<file path="src/rtl/bnn_pkg.sv">
// bnn_pkg: shared types and constants for the binary-NN layer sequencer and its
// performance monitor (fsm_state_e encoding is consumed externally).
package bnn_pkg;

  localparam int unsigned NUM_PES_DEF = 64;
  localparam int unsigned MAX_WORDS   = 64;

  typedef enum logic [2:0] {
    ST_IDLE      = 3'd0,
    ST_INIT      = 3'd1,
    ST_COMPUTE   = 3'd2,
    ST_DONE      = 3'd3,
    ST_WRITEBACK = 3'd4
  } fsm_state_e;

endpackage

</file>
<file path="src/rtl/bnn_active_mask.sv">
// bnn_active_mask: combinational per-PE activity mask; narrows the final tile to
// last_tile_pes lanes (0 or >= NUM_PES means the full tile).
module bnn_active_mask #(
  parameter int unsigned NUM_PES = 64,
  parameter int unsigned CNT_W   = $clog2(NUM_PES + 1)
) (
  input  logic               ce,
  input  logic               last_tile,
  input  logic [CNT_W-1:0]   last_tile_pes,
  output logic [NUM_PES-1:0] pe_active
);

  always_comb begin
    pe_active = '0;
    if (ce) begin
      if (!last_tile || (last_tile_pes == '0) || (last_tile_pes >= CNT_W'(NUM_PES))) begin
        pe_active = '1;
      end else begin
        for (int unsigned i = 0; i < NUM_PES; i++) begin
          pe_active[i] = (i < 32'(last_tile_pes));
        end
      end
    end
  end

endmodule

</file>
<file path="src/rtl/bnn_layer_sequencer.sv">
// bnn_layer_sequencer: start/done job FSM driving PE-array enable, accumulate and
// weight-SRAM addressing, tile by tile. Optional macro: BNN_SEQ_PARTIAL_TILE_EN.
module bnn_layer_sequencer
  import bnn_pkg::*;
#(
  parameter int unsigned NUM_PES   = NUM_PES_DEF,
  parameter int unsigned WORD_SIZE = 64,
  parameter int unsigned ADDR_W    = 12
) (
  input  logic                         clk,
  input  logic                         reset,
  input  logic                         start,
  input  logic [6:0]                   num_words,
  input  logic [ADDR_W-1:0]            num_tiles,
`ifdef BNN_SEQ_PARTIAL_TILE_EN
  input  logic [$clog2(NUM_PES+1)-1:0] last_tile_pes,
`endif
  input  logic                         stall,
  input  logic                         wb_ready,
  output logic                         busy,
  output logic                         done,
  output logic                         err,
  output logic [2:0]                   fsm_state,
  output logic                         ce_array,
  output logic                         accumulate,
  output logic [6:0]                   compute_count,
  output logic [ADDR_W-1:0]            wt_addr,
  output logic [NUM_PES-1:0]           pe_active,
  output logic                         wb_valid
);

  if (WORD_SIZE == 0) begin : g_bad_word_size
    $error("WORD_SIZE must be non-zero");
  end

  fsm_state_e        state_q, state_d;
  logic [6:0]        words_q, words_d;
  logic [ADDR_W-1:0] tiles_q, tiles_d;
  logic [ADDR_W-1:0] tile_idx_q, tile_idx_d;
  logic [6:0]        compute_count_q, compute_count_d;
  logic [ADDR_W-1:0] wt_addr_q, wt_addr_d;
  logic              err_q, err_d;
  logic              issue;

  always_comb begin
    state_d         = state_q;
    words_d         = words_q;
    tiles_d         = tiles_q;
    tile_idx_d      = tile_idx_q;
    compute_count_d = compute_count_q;
    wt_addr_d       = wt_addr_q;
    err_d           = 1'b0;
    issue           = 1'b0;
    unique case (state_q)
      ST_IDLE: begin
        if (start) begin
          if ((num_words == '0) || (num_words > 7'(MAX_WORDS)) || (num_tiles == '0)) begin
            err_d = 1'b1;
          end else begin
            words_d = num_words;
            tiles_d = num_tiles;
            state_d = ST_INIT;
          end
        end
      end
      ST_INIT: begin
        compute_count_d = '0;
        tile_idx_d      = '0;
        wt_addr_d       = '0;
        state_d         = ST_COMPUTE;
      end
      ST_COMPUTE: begin
        if (!stall) begin
          issue     = 1'b1;
          wt_addr_d = wt_addr_q + ADDR_W'(1);
          if (compute_count_q == words_q - 7'd1) begin
            state_d = ST_WRITEBACK;
          end else begin
            compute_count_d = compute_count_q + 7'd1;
          end
        end
      end
      ST_WRITEBACK: begin
        if (wb_ready) begin
          if (tile_idx_q == tiles_q - ADDR_W'(1)) begin
            state_d = ST_DONE;
          end else begin
            tile_idx_d      = tile_idx_q + ADDR_W'(1);
            compute_count_d = '0;
            state_d         = ST_COMPUTE;
          end
        end
      end
      ST_DONE: state_d = ST_IDLE;
      default: state_d = ST_IDLE;
    endcase
  end

  always_ff @(posedge clk or posedge reset) begin
    if (reset) begin
      state_q         <= ST_IDLE;
      words_q         <= '0;
      tiles_q         <= '0;
      tile_idx_q      <= '0;
      compute_count_q <= '0;
      wt_addr_q       <= '0;
      err_q           <= 1'b0;
    end else begin
      state_q         <= state_d;
      words_q         <= words_d;
      tiles_q         <= tiles_d;
      tile_idx_q      <= tile_idx_d;
      compute_count_q <= compute_count_d;
      wt_addr_q       <= wt_addr_d;
      err_q           <= err_d;
    end
  end

  assign busy          = (state_q != ST_IDLE);
  assign done          = (state_q == ST_DONE);
  assign err           = err_q;
  assign fsm_state     = state_q;
  assign ce_array      = issue;
  assign accumulate    = issue && (compute_count_q != '0);
  assign compute_count = compute_count_q;
  assign wt_addr       = wt_addr_q;
  assign wb_valid      = (state_q == ST_WRITEBACK);

`ifdef BNN_SEQ_PARTIAL_TILE_EN
  localparam int unsigned CNT_W = $clog2(NUM_PES + 1);

  logic [CNT_W-1:0] ltp_q, ltp_d;

  always_comb begin
    ltp_d = ltp_q;
    if ((state_q == ST_IDLE) && (state_d == ST_INIT)) ltp_d = last_tile_pes;
  end

  always_ff @(posedge clk or posedge reset) begin
    if (reset) ltp_q <= '0;
    else       ltp_q <= ltp_d;
  end

  bnn_active_mask #(
    .NUM_PES (NUM_PES),
    .CNT_W   (CNT_W)
  ) u_active_mask (
    .ce            (issue),
    .last_tile     (tile_idx_q == tiles_q - ADDR_W'(1)),
    .last_tile_pes (ltp_q),
    .pe_active     (pe_active)
  );
`else
  assign pe_active = {NUM_PES{issue}};
`endif

endmodule
</file>
<file path="config.mk">
export PLATFORM = sky130hd
export DESIGN_NAME = bnn_layer_sequencer
export DESIGN_NICKNAME = d
export VERILOG_FILES = /design/src/rtl/bnn_pkg.sv /design/src/rtl/bnn_active_mask.sv /design/src/rtl/bnn_layer_sequencer.sv
export SDC_FILE = /design/constraint.sdc
export NUM_CORES = 1
export LEC_CHECK = 0
export BUFFER_PORTS_ARGS = -buffer_cell sky130_fd_sc_hd__buf_2
export CAP_MARGIN = 20
export CORE_ASPECT_RATIO = 1.1
export CORE_MARGIN = 5
export CORE_UTILIZATION = 54
export CTS_BUF_LIST = sky130_fd_sc_hd__clkbuf_8
export CTS_CLUSTER_SIZE = 8
export DETAILED_ROUTE_END_ITERATION = 7
export PLACE_DENSITY = 0.84
export SETUP_SLACK_MARGIN = 0.3
export SYNTH_ARGS = -nofsm -noshare
export SYNTH_HDL_FRONTEND = slang
export SYNTH_SLANG_ARGS = --single-unit
</file>
<file path="constraint.sdc">
create_clock -name clk -period 4.1 [get_ports clk]
set_clock_uncertainty 0.05 [all_clocks]
set_input_delay 0.205 -clock clk [delete_from_list [all_inputs] [get_ports clk]]
set_output_delay 0.205 -clock clk [all_outputs]
set_load 0.01 [all_outputs]
</file>
# ---- Yosys cells after proc, flatten, opt, wreduce, memory -nomap -nowiden
# Cells that the tools add are included.
dict set report classes {
  n_mux 22
  n_addsub 5
  bitwise 1
  n_reduce_logical 16
  n_eq_ne 13
  magnitude_cmp 1
}
# operator count
set op_table {}
lappend op_table {{$pmux 12 s2} 2}
lappend op_table {{$mux 12} 3}
lappend op_table {{$mux 7} 4}
lappend op_table {{$add 12x1->12 const B} 2}
lappend op_table {{$pmux 7 s3} 1}
lappend op_table {{$mux 3} 5}
lappend op_table {{$ne 2x2->1 const B} 7}
lappend op_table {{$eq 12x12->1} 1}
lappend op_table {{$logic_not 12->1} 1}
lappend op_table {{$pmux 3 s4} 1}
lappend op_table {{$sub 12x1->12 const B} 1}
lappend op_table {{$reduce_and 5->1} 2}
lappend op_table {{$add 7x1->7 const B} 1}
lappend op_table {{$eq 7x7->1} 1}
lappend op_table {{$gt 7x7->1 const B} 1}
lappend op_table {{$logic_not 7->1} 1}
lappend op_table {{$reduce_bool 7->1} 1}
lappend op_table {{$sub 7x1->7 const B} 1}
lappend op_table {{$eq 3x2->1 const B} 2}
lappend op_table {{$mux 1} 6}
lappend op_table {{$reduce_and 3->1} 2}
lappend op_table {{$reduce_bool 3->1} 2}
lappend op_table {{$reduce_bool 2->1} 2}
lappend op_table {{$eq 3x1->1 const B} 1}
lappend op_table {{6 further kinds} 7}
dict set report totals {
  output_inout_bits 92
  ff_bits 54
  in_bits 24
  word_cells 65
}

# ---- Depth between registers and ports, before layout
dict set report logic_depth {
  word_depth 6
  mapped_depth 12
  mapped_depth_nobuf 9
}

# ---- Worst setup path after synthesis
# OpenSTA, ideal clock, no wires.
dict set report synth_path {
  path_kind {reg2reg}
  startpoint {register state_q[1] (netlist: fsm_state[1])}
  endpoint {register compute_count_q[2] (netlist: compute_count[2])}
  t_required_ns 3.963
  path_buffers 3
  path_stages_with_launch 11
  t_arrival_ns 3.573
  slack_ns 0.389
  setup_ns 0.087
  synth_period_minus_slack_ns 3.711
  cell_sequence {dfrtp_1 clkbuf_1 nor3b_1 a21oi_1 o21ai_1 clkinv_1 a21oi_2 buf_2 buf_2 nor3_1 o22ai_2}
}
dict set report synth_via {
  elab_chain_cells 3
  elab_cells_between_ends 10
  classes_between {7 x eq/ne; 1 x mux; 2 x reduce/logical}
}
# element line
set synth_lines {}
lappend synth_lines {{from (decl)} bnn_layer_sequencer.sv:36} ;# fsm_state_e state_q, state_d;
lappend synth_lines {{from (signal assigned)} bnn_layer_sequencer.sv:109} ;# state_q <= state_d;
lappend synth_lines {{$eq 3x2->1, or another cell as far along} bnn_layer_sequencer.sv:54} ;# unique case (state_q)
lappend synth_lines {{$ne 2x2->1 (no line) or $reduce_bool 3->1 (tied branches)} -}
lappend synth_lines {{$reduce_and 5->1 (no line)} -}
lappend synth_lines {{to (signal assigned)} bnn_layer_sequencer.sv:113} ;# compute_count_q <= compute_count_d;
lappend synth_lines {{to (decl)} bnn_layer_sequencer.sv:40} ;# logic [6:0] compute_count_q, compute_count_d;
# Parallel ways exist; a longest one is shown, timed or not.
# A chain may end at the register's enable or synchronous reset.

# ---- Worst setup path in the final report
dict set report layout_path {
  startpoint {register tiles_q[0]}
  endpoint {register tile_idx_q[3]}
}
dict set report layout_via {
  elab_chain_cells 4
}
# element line
set layout_lines {}
lappend layout_lines {{from (decl)} bnn_layer_sequencer.sv:38} ;# logic [ADDR_W-1:0] tiles_q, tiles_d;
lappend layout_lines {{from (signal assigned)} bnn_layer_sequencer.sv:111} ;# tiles_q <= tiles_d;
lappend layout_lines {{$sub 12x1->12} bnn_layer_sequencer.sv:85} ;# if (tile_idx_q == tiles_q - ADDR_W'(1)) begin
lappend layout_lines {{$eq 12x12->1} bnn_layer_sequencer.sv:85}
lappend layout_lines {{$ne 2x2->1 (no line)} -}
lappend layout_lines {{$reduce_and 3->1 (no line)} -}
lappend layout_lines {{to (signal assigned)} bnn_layer_sequencer.sv:112} ;# tile_idx_q <= tile_idx_d;
lappend layout_lines {{to (decl)} bnn_layer_sequencer.sv:39} ;# logic [ADDR_W-1:0] tile_idx_q, tile_idx_d;
# Every way passes these cells.

==> run_summary.xml <==
<?xml version="1.0" encoding="UTF-8"?>
<metrics>
  <group name="outcome">
    <metric name="status" unit="">complete, no violations</metric>
  </group>
  <group name="place">
    <metric name="postPlaceCellArea" unit="mm²">0.00401</metric>
    <metric name="placed_cells_incl_taps" unit="">541</metric>
    <metric name="dp.final_hpwl" unit="µm">6340</metric>
    <metric name="preCtsSetupSlack" unit="ps">1120</metric>
    <metric name="io_buffer_count" unit="">115</metric>
    <metric name="routability_congestion_estimate" unit="">0.908</metric>
  </group>
  <group name="synth">
    <metric name="adder_and_majority_cell_fraction_of_the_synthesized_area" unit="">0.0196</metric>
    <metric name="muxShareOfSynthArea" unit="">0.0699</metric>
    <metric name="complex_gate_fraction_of_the_synthesized_area" unit="">0.121</metric>
    <metric name="synth_enable_flop_cells" unit="">0</metric>
    <metric name="syn_avg_cell_area" unit="µm²">9.32</metric>
    <metric name="share_of_synthesized_cell_area_in_and_or_nand_and_nor_gates" unit="">0.202</metric>
    <metric name="synth_nets" unit="">441</metric>
    <metric name="synthCells" unit="">411</metric>
    <metric name="synth_area" unit="mm²">0.00383</metric>
    <metric name="yosys_most_used_dff" unit="">sky130_fd_sc_hd__dfrtp_1</metric>
    <metric name="synthesis.yosys.warnings" unit="">0</metric>
    <metric name="synth-xor-area-share" unit="">0.0709</metric>
    <metric name="post_synth_num_cell_types" unit="">59</metric>
    <metric name="ys_seq_area_frac" unit="">0.353</metric>
    <metric name="yosys_register_bits" unit="">54</metric>
    <metric name="synth_async_sr_flop_share" unit="">1.00</metric>
    <metric name="synth_top_family_by_area" unit="">simple AND/OR/NAND/NOR gates</metric>
  </group>
  <group name="sta">
    <metric name="fin_setup_tns" unit="ps">0</metric>
    <metric name="worst_pin_slew" unit="ps">721</metric>
    <metric name="finalHoldViolCount" unit="">0</metric>
    <metric name="grt_setup_unrepaired" unit="">false</metric>
    <metric name="whs" unit="ps">15.9</metric>
    <metric name="fmax" unit="GHz">0.332</metric>
    <metric name="post-route-period-util" unit="">0.734</metric>
    <metric name="period_minus_slack" unit="ps">3010</metric>
    <metric name="final_setup_violating_endpoints" unit="">0</metric>
    <metric name="fin_ws" unit="ps">1090</metric>
    <metric name="slew_violations" unit="">0</metric>
    <metric name="relSlewSlack" unit="">0.516</metric>
  </group>
  <group name="worst_setup_path">
    <metric name="setup.worst_path.end_class" unit="">flop</metric>
    <metric name="timing.critical_path.required" unit="ps">4260</metric>
    <metric name="kind_of_start_point_of_the_critical_path" unit="">flop</metric>
    <metric name="crit_path_max_fanout" unit="">15</metric>
    <metric name="setup.worst_path.class" unit="">reg2reg</metric>
    <metric name="arrival" unit="ps">3170</metric>
  </group>
  <group name="power">
    <metric name="design_power_total" unit="mW">1.36</metric>
    <metric name="power_leakage" unit="nW">1.97</metric>
    <metric name="max-vdd-ir-drop" unit="V">0.000273</metric>
    <metric name="power-per-cell-area" unit="mW/mm²">330</metric>
  </group>
  <group name="global_routing">
    <metric name="remaining_overflow_grt" unit="">0</metric>
    <metric name="vias_in_the_first_global_route" unit="">3146</metric>
    <metric name="grt_pass1_wl" unit="µm">14000</metric>
    <metric name="initial_antenna_violation_count" unit="">0</metric>
    <metric name="grt.total_usage" unit="">0.184</metric>
    <metric name="grt_start_max_net_pins" unit="">72</metric>
  </group>
  <group name="layout">
    <metric name="layout-drive-gt1-share" unit="">0.364</metric>
    <metric name="finish.cell_count_without_fillers" unit="">549</metric>
    <metric name="filler_cell_count" unit="">629</metric>
    <metric name="final_cell_mix" unit="">sky130_fd_sc_hd__buf_2 (115), sky130_fd_sc_hd__dfrtp_1 (54), sky130_fd_sc_hd__nor2_1 (33)</metric>
    <metric name="final_core_utilization" unit="">0.592</metric>
    <metric name="mostFrequentLayoutCell" unit="">sky130_fd_sc_hd__buf_2</metric>
    <metric name="area.growth.synth_to_final" unit="%">7.71</metric>
    <metric name="nNetsFinal" unit="">493</metric>
    <metric name="cell_area_after_layout" unit="mm²">0.00413</metric>
    <metric name="insertedDiodeCount" unit="">0</metric>
  </group>
  <group name="clocking">
    <metric name="clkLatencyLatePin" unit="ps">310</metric>
    <metric name="cts-root-to-sink-buffers" unit="">2</metric>
    <metric name="count_of_hold_buffers_inserted_by_post_cts_repair" unit="">0</metric>
    <metric name="cts_tree" unit="">yes</metric>
    <metric name="number_of_h_tree_levels" unit="">2</metric>
    <metric name="tritoncts.num_buffers" unit="">5</metric>
    <metric name="post_cts_resize_count" unit="">0</metric>
    <metric name="cts_root_buffer" unit="">sky130_fd_sc_hd__clkbuf_8</metric>
    <metric name="clkSinkCount" unit="">54</metric>
    <metric name="post-cts-setup-buffer-count" unit="">0</metric>
    <metric name="clk_pin_slew" unit="ps">100</metric>
  </group>
  <group name="detailed_routing">
    <metric name="drt-initial-drc-count" unit="">128</metric>
    <metric name="drt_first_pass_iters" unit="">4</metric>
    <metric name="postRouteWirelength" unit="µm">8310</metric>
    <metric name="dr_vias_cell" unit="">5.57</metric>
    <metric name="vias" unit="">3059</metric>
    <metric name="drcViolationCount" unit="">0</metric>
    <metric name="ant_nets" unit="">0</metric>
    <metric name="route.detailed.wl_per_inst" unit="µm">15.1</metric>
  </group>
  <group name="min_path">
    <metric name="timing.hold.worst.class" unit="">in2async</metric>
  </group>
  <group name="floorplanning">
    <metric name="placeableCoreArea" unit="mm²">0.00697</metric>
    <metric name="die_w" unit="µm">90.3</metric>
    <metric name="design.portCount" unit="">116</metric>
    <metric name="core.rowCount" unit="">32</metric>
    <metric name="die_h" unit="µm">98.3</metric>
    <metric name="floorplan.die_area" unit="mm²">0.00888</metric>
    <metric name="initial_cell_density_of_the_core" unit="">0.550</metric>
  </group>
  <group name="run">
    <metric name="cap_viol_max_count" unit="">0</metric>
  </group>
</metrics>
[worst max-delay path, cell delays in order, from the launching register on]
cell                       delay (ps)
sky130_fd_sc_hd__dfrtp_1          460
sky130_fd_sc_hd__inv_1             70
sky130_fd_sc_hd__ha_1             320
sky130_fd_sc_hd__nor2b_1          170
sky130_fd_sc_hd__or3_1            350
sky130_fd_sc_hd__a31oi_1          170
sky130_fd_sc_hd__nand4b_1         160
sky130_fd_sc_hd__nor4_4           570
sky130_fd_sc_hd__buf_4            320
sky130_fd_sc_hd__nor4_1            70
sky130_fd_sc_hd__o21a_1           190
[cell usage after synthesis (2+ instances only)]
cell	count	area, µm²
sky130_fd_sc_hd__mux2i_1	2	20.0
sky130_fd_sc_hd__and2_1	4	25.0
sky130_fd_sc_hd__o21ai_0	12	60.1
sky130_fd_sc_hd__and3_1	6	37.5
sky130_fd_sc_hd__and3b_1	2	17.5
sky130_fd_sc_hd__buf_2	3	15.0
sky130_fd_sc_hd__buf_4	64	480
sky130_fd_sc_hd__ha_1	6	75.1
sky130_fd_sc_hd__mux2_2	22	248
sky130_fd_sc_hd__a31oi_1	5	31.3
sky130_fd_sc_hd__nor4_4	2	42.5
sky130_fd_sc_hd__nor2b_1	4	25.0
sky130_fd_sc_hd__nand4b_1	2	17.5
sky130_fd_sc_hd__nand4_1	9	56.3
sky130_fd_sc_hd__nor2_1	33	124
sky130_fd_sc_hd__o211ai_1	2	15.0
sky130_fd_sc_hd__nand3_1	9	45.0
sky130_fd_sc_hd__a21oi_2	4	35.0
sky130_fd_sc_hd__nand2_1	21	78.8
sky130_fd_sc_hd__inv_1	18	67.6
sky130_fd_sc_hd__xnor2_1	16	140
sky130_fd_sc_hd__o31ai_2	3	37.5
sky130_fd_sc_hd__nor3b_1	3	22.5
sky130_fd_sc_hd__nor3_1	11	55.1
sky130_fd_sc_hd__o31ai_1	11	82.6
sky130_fd_sc_hd__nor4_1	8	50.1
sky130_fd_sc_hd__nand2b_1	4	25.0
sky130_fd_sc_hd__clkbuf_1	7	26.3
sky130_fd_sc_hd__or4_1	9	67.6
sky130_fd_sc_hd__xor2_1	15	131
sky130_fd_sc_hd__dfrtp_1	54	1350
sky130_fd_sc_hd__or3_1	4	25.0
sky130_fd_sc_hd__a21oi_1	10	50.1
[area by class of cell]
class / count / area, µm² / area share
multi-input combinational: 262 / 1860 / 0.450
sequential: 54 / 1350 / 0.327
timing repair buffer: 121 / 621 / 0.150
tap: 85 / 106 / 0.0258
clock buffer: 6 / 82.6 / 0.0200
inverter: 19 / 71.3 / 0.0173
clock inverter: 2 / 38.8 / 0.00940
[registers in the layout (all words and copies together), names as in the netlist]
name	count
compute_count	7
err	1
tiles_q	12
tile_idx_q	12
words_q	7
wt_addr	12
fsm_state	3
[power breakdown]
group	switching, mW	internal, mW	total, mW
registers	0.0817	0.580	0.661
clock network	0.179	0.201	0.380
logic	0.182	0.139	0.322
[cells by family (layout without fill, tap and decap cells)]
group | count (synthesis) | count (layout)
AO/OA/AOI/OAI | 63 | 63
flip-flops | 54 | 54
AND/OR/NAND/NOR | 138 | 138
XOR/XNOR | 31 | 31
multiplexers | 24 | 24
adder cells (fa/ha/maj) | 6 | 6
buffers and inverters | 95 | 148
[worst paths after layout]
kind	start	endpoint	slack, ps	cells after the start
worst max-delay path	tiles_q[0]	tile_idx_q[3]	1090	10
worst min-delay path	reset	wt_addr[9]	20	3
worst max register to register	tiles_q[0]	tile_idx_q[3]	1090	10
worst min register to register	words_q[6]	words_q[6]	500	1
max in group asynchronous	reset	tiles_q[5]	3530	3
min in group clk	num_words[1]	words_q[1]	80	2
[per-layer routing]
metal | track usage | share of wire
met1 | 0.214 | 0.39
met2 | 0.348 | 0.55
met3 | 0.0270 | 0.047
met4 | 0.0515 | 0.013
met5 | 0 | 0
Note: power is estimated with default switching activity, not from simulation.
